--- src/rtl/sar_pkg.sv ---
// Shared constants and state encoding for the SAR conversion controller.
package sar_pkg;

  localparam int SAR_NBITS      = 10;
  localparam int SAR_SAMPLE_CYC = 2;
  localparam int SAR_CMP_WAIT   = 1;

  typedef enum logic [2:0] {
    IDLE,
    SAMPLE,
    STROBE,
    WAIT,
    DECIDE,
    DONE
  } sar_state_t;

endpackage

--- src/rtl/sar_ctrl.sv ---
// Successive-approximation ADC controller: track, then one
// strobe/settle/decide round per bit, MSB first.
module sar_ctrl
  import sar_pkg::*;
#(
  parameter int NBITS      = SAR_NBITS,
  parameter int SAMPLE_CYC = SAR_SAMPLE_CYC,
  parameter int CMP_WAIT   = SAR_CMP_WAIT
) (
  input  logic             clk,
  input  logic             rst,
  input  logic             start,
  input  logic             cmp_out,
  output logic             sample,
  output logic             cmp_en,
  output logic [NBITS-1:0] dac_code,
  output logic [NBITS-1:0] dout,
  output logic             busy,
  output logic             done
);

  localparam int PW   = $clog2(NBITS);
  localparam int CNTW = 16;

  sar_state_t       state, state_n;
  logic [CNTW-1:0]  cnt, cnt_n;
  logic [PW-1:0]    ptr, ptr_n;
  logic [NBITS-1:0] dac_n, dout_n;

  always_ff @(posedge clk or posedge rst) begin
    if (rst) begin
      state    <= IDLE;
      cnt      <= '0;
      ptr      <= '0;
      dac_code <= '0;
      dout     <= '0;
      sample   <= 1'b0;
      cmp_en   <= 1'b0;
      busy     <= 1'b0;
      done     <= 1'b0;
    end else begin
      state    <= state_n;
      cnt      <= cnt_n;
      ptr      <= ptr_n;
      dac_code <= dac_n;
      dout     <= dout_n;
      // Strobes are registered copies of the state being entered.
      sample   <= (state_n == SAMPLE);
      cmp_en   <= (state_n == STROBE);
      busy     <= (state_n != IDLE);
      done     <= (state_n == DONE);
    end
  end

  always_comb begin
    state_n = state;
    cnt_n   = cnt;
    ptr_n   = ptr;
    dac_n   = dac_code;
    dout_n  = dout;
    unique case (state)
      IDLE: begin
        if (start) begin
          state_n = SAMPLE;
          dac_n   = '0;
          cnt_n   = CNTW'(SAMPLE_CYC - 1);
        end
      end
      SAMPLE: begin
        if (cnt == '0) begin
          state_n          = STROBE;
          dac_n            = '0;
          dac_n[NBITS-1]   = 1'b1;
          ptr_n            = PW'(NBITS - 1);
        end else begin
          cnt_n = cnt - CNTW'(1);
        end
      end
      STROBE: begin
        if (CMP_WAIT == 0) begin
          state_n = DECIDE;
        end else begin
          state_n = WAIT;
          cnt_n   = CNTW'(CMP_WAIT - 1);
        end
      end
      WAIT: begin
        if (cnt == '0) state_n = DECIDE;
        else           cnt_n   = cnt - CNTW'(1);
      end
      DECIDE: begin
        if (!cmp_out) dac_n[ptr] = 1'b0;
        if (ptr != '0) begin
          dac_n[ptr - PW'(1)] = 1'b1;
          ptr_n   = ptr - PW'(1);
          state_n = STROBE;
        end else begin
          state_n = DONE;
          dout_n  = dac_n;
        end
      end
      DONE: begin
        state_n = IDLE;
      end
      default: begin
        state_n = IDLE;
      end
    endcase
  end

endmodule

--- config.mk ---
export PLATFORM = sky130hd
export DESIGN_NAME = sar_ctrl
export DESIGN_NICKNAME = d
export VERILOG_FILES = /design/src/rtl/sar_pkg.sv /design/src/rtl/sar_ctrl.sv
export SDC_FILE = /design/constraint.sdc
export NUM_CORES = 1
export LEC_CHECK = 0
export ABC_AREA = 1
export ABC_CLOCK_PERIOD_IN_PS = 1800
export BUFFER_PORTS_ARGS = -buffer_cell sky130_fd_sc_hd__buf_2
export CAP_MARGIN = 15
export CORE_MARGIN = 5
export CORE_UTILIZATION = 45
export CTS_BUF_LIST = sky130_fd_sc_hd__clkbuf_4 sky130_fd_sc_hd__clkbuf_8
export DETAILED_ROUTE_END_ITERATION = 8
export GPL_TIMING_DRIVEN = 0
export PLACE_DENSITY = 0.69
export SYNTH_ARGS = -nofsm -noshare
export SYNTH_HDL_FRONTEND = slang
export SYNTH_SLANG_ARGS = --single-unit
--- constraint.sdc ---
create_clock -name clk -period 1.8 [get_ports clk]
set_input_delay 0.09 -clock clk [delete_from_list [all_inputs] [get_ports clk]]
set_output_delay 0.09 -clock clk [all_outputs]
set_load 0.01 [all_outputs]
==> results.md <==
* number of flops mapped to enable cells by yosys: 0
* maximum clock insertion buffer count: 2
* DRC violation total after the first TritonRoute iteration: 144
* Crit Path Category: reg2reg
* synth warn: 0
* synthesis-stage register bit count: 47
* placed wire-length estimate: 4290 µm
* critical path cell sequence: inv_1 > ha_1 > nand2_1 > nor2_2 > nand2_4 > a21oi_1 > inv_2 > nand2_1 > nand2_1
* aggregate negative setup slack: 0 ps
* post-synthesis cell area: 0.00260 mm²
* Max-slew headroom: 64.6%
* logic depth of the worst register-to-register path: 9
* post-CTS setup-driven buffer insertion count: 0
* leading cell types by total area after synthesis: sky130_fd_sc_hd__dfrtp_1 45%, sky130_fd_sc_hd__nand2_1 16%, sky130_fd_sc_hd__o21ai_0 7.9%, sky130_fd_sc_hd__nor2_1 5.6%, sky130_fd_sc_hd__inv_1 5.3%
* setup slack after layout: 142 ps
* count of filler cells inserted in the layout: 534
* Peak Freq: 603 MHz
* wire length of the first global-routing pass: 10400 µm
* post-synth net total: 360
* Worst EP arrival: 1870 ps
* H-tree depth: 2
* die area: 0.00739 mm²
* core area: 0.00557 mm²
* class of the most critical hold timing path: in2reg
* final wirelength: 5800 µm
* clock insertion delay at the later pin of the skew report: 320 ps
* slowest CP cell: sky130_fd_sc_hd__dfrtp_1
* tightest hold margin: 247 ps
* Post-synth top cells: 109 x sky130_fd_sc_hd__nand2_1, 47 x sky130_fd_sc_hd__dfrtp_1, 41 x sky130_fd_sc_hd__o21ai_0, 39 x sky130_fd_sc_hd__nor2_1, 37 x sky130_fd_sc_hd__inv_1
* antenna fix cells: 0
* max-slew violation total from the final report: 0
* Leak Pwr: 1.55 nW
* final weighted congestion of routability-driven global placement: 0.905
* via count: 2281
* footprint of the multi-input gates: 0.00127 mm²
* Placement Rows: 27
* area growth from synthesis to layout: 16.5%
* Worst Setup Start Kind: register
* Least-Margin Pin Slew: 529 ps
* library cell occupying the most area in the post-synthesis netlist: sky130_fd_sc_hd__dfrtp_1
* IO Port Bufs: 27
* count of non-filler cells in the finished layout: 457
* initial antenna violation count: 0
* overall die height: 86.0 µm
* endpoint of the lowest-slack register-to-register path: dac_code[3]
* DP Cell Count: 448
* most frequent cell after synthesis: sky130_fd_sc_hd__nand2_1
* Max Clock Skew: 12.0 ps
* proportion of synthesized chip area in sequential cells: 45.3%
* number of vias per cell: 4.99
* routed length per placed instance: 12.7 µm
* most instantiated flip-flop cell in the synthesis netlist: sky130_fd_sc_hd__dfrtp_1
* final hold viol count: 0
* clock input transition at the sequential cells of the worst setup and hold paths: 90 ps
* number of failing setup endpoints in the final timing report: 0
* TritonRoute pass-1 iters: 4
* largest fanout on the critical path: 10
* share of cells above drive strength 1: 17.4%
* Num Clock Sinks: 47
* CP Capture Type: register
* Post-Syn Area per Cell: 7.46 µm²
* effective utilization at floorplan: 46.6%
* remaining antenna violation count: 0
* final critical delay including setup and external delays: 1660 ps
* number of max-capacitance violations reported: 0
* setup slack on the worst flop-to-flop path: 140 ps
* TritonCTS clock tree: done
* post-detailed-route DRC marker count: 0
* pin count of the biggest net entering global routing: 34
* area share of the largest cell type after synthesis: 45.3%
* worst slack after detailed placement: -139 ps
* vias in the first global route: 2190
* hold_sp: cmp_out
* count of unique library cells instantiated by Yosys: 29
* final period utilization: 92.1%
* post-synthesis instance total: 348
* Boundary Pins: 28
* required time at the worst-slack endpoint: 2010 ps
* outcome: complete, no violations
* power density over cell area: 637 mW/mm²
* total congestion overflow: 0
* worst voltage drop across the vdd grid: 0.000382 V
* cell repeated most along the worst path: sky130_fd_sc_hd__nand2_1
* clock buffer count from CTS: 5
* chip width: 86.0 µm
* Endpoint, Worst Hold: dout[0]
* worst flop-to-flop path startpoint: cnt[0]
* global-route total usage across every layer: 17.6%
* Largest stage delay, worst path: 400 ps
* footprint of the flip-flops and latches: 0.00118 mm²
* Hold Crit Depth: 3
* Layout Nets: 396
* Clk Tree Root Cell: sky130_fd_sc_hd__clkbuf_8
* async set-reset flop share out of synthesis: 100%
-- placed cells by master, fill, tap and decap left out, types with 2 or more instances in the layout --
cell / instances
sky130_fd_sc_hd__nand2_1: 108
sky130_fd_sc_hd__buf_6: 2
sky130_fd_sc_hd__nand4_1: 3
sky130_fd_sc_hd__nand2_4: 4
sky130_fd_sc_hd__o21ai_0: 40
sky130_fd_sc_hd__a21oi_1: 6
sky130_fd_sc_hd__nand3b_1: 2
sky130_fd_sc_hd__nor2_1: 34
sky130_fd_sc_hd__buf_2: 29
sky130_fd_sc_hd__nor2_4: 2
sky130_fd_sc_hd__clkbuf_8: 6
sky130_fd_sc_hd__xor2_1: 4
sky130_fd_sc_hd__dfrtp_1: 45
sky130_fd_sc_hd__or2_2: 4
sky130_fd_sc_hd__nand3_1: 27
sky130_fd_sc_hd__inv_1: 34
sky130_fd_sc_hd__nor2_2: 5
sky130_fd_sc_hd__dfrtp_2: 2
sky130_fd_sc_hd__ha_1: 7
sky130_fd_sc_hd__inv_2: 4
-- flip-flops by register name, indices dropped and copies added (netlist names) --
name      flops
cnt          16
ptr           4
dac_code     10
busy          1
dout         10
done          1
sample        1
state         3
cmp_en        1
-- where the power goes --
group          total, mW  leakage, nW  switching (mW)  internal (mW)
sequential          1.05        0.540               0           1.05
clock              0.839       0.0618           0.382          0.457
combinational     0.0342        0.946          0.0253        0.00889
-- worst max-delay path by stage --
stage / slack, ps / end / depth (start not counted) / startpoint
after floorplan: 230 / dout[2] / 8 / ptr[0]
after global placement: -110 / dout[3] / 7 / ptr[0]
after detailed placement: -140 / dout[3] / 7 / ptr[0]
after CTS: -10 / dac_code[3] / 7 / ptr[0]
after global routing: -40 / dac_code[1] / 9 / cnt[0]
final: 140 / dac_code[3] / 9 / cnt[0]
-- final cells by class --
class	instances	area share (%)
Buffer	5	1.32
Clock inverter	2	1.28
Multi-Input combinational cell	256	42.1
Timing Repair Buffer	29	5.46
Sequential cell	47	39.0
Tap cell	72	2.98
Clock buffer	6	2.73
Inverter	40	5.13
-- metrics by stage --
stage | cell area, µm² | power, mW | util, %
after floorplan | 2600 | 1.09 | -
after global placement | 2820 | 1.10 | 50.6
after global routing | 3030 | 2.00 | 54.3
after detailed placement | 2840 | 1.11 | 51.0
after CTS | 2980 | 1.95 | 53.4
final | 3030 | 1.93 | 54.3
-- worst max-delay path: cells and delay by family (launching register included) --
family / cells / cell delay [ps]
DFF: 1 / 400
and+or+nand+nor: 5 / 490
adders and majority gates: 1 / 170
AOI/OAI and AO/OA: 1 / 220
buffers and inverters: 2 / 260
-- metal layers --
metal / routed length, µm / part of all wire [%] / GRT usage, % / vias to the layer above
li1: - / - / - / 1178
met1: 2990 / 52 / 25.9 / 1052
met2: 2440 / 42 / 25.6 / 42
met3: 274 / 4.7 / 3.94 / 9
met4: 94 / 1.6 / 5.61 / 0
met5: 0 / 0 / 0 / -
-- cells by family after synthesis --
kind of cell | Yosys count | synth area share (%)
simple gates | 190 | 31.1
compound gates | 53 | 10.7
flops | 47 | 45.3
buf+inv | 45 | 7.37
fa+ha+maj | 8 | 3.85
xor+xnor | 5 | 1.69
-- repair_timing --
| item | in CTS | in global routing |
|---|---|---|
| resized for setup | 4 | 15 |
| hold buffers | 1 | 0 |
| gates cloned | 0 | 0 |
| hold endpoints to repair | 14 | 0 |
| endpoints found under the setup margin | 21 | 40 |
Power figures use the tool's default switching activity.
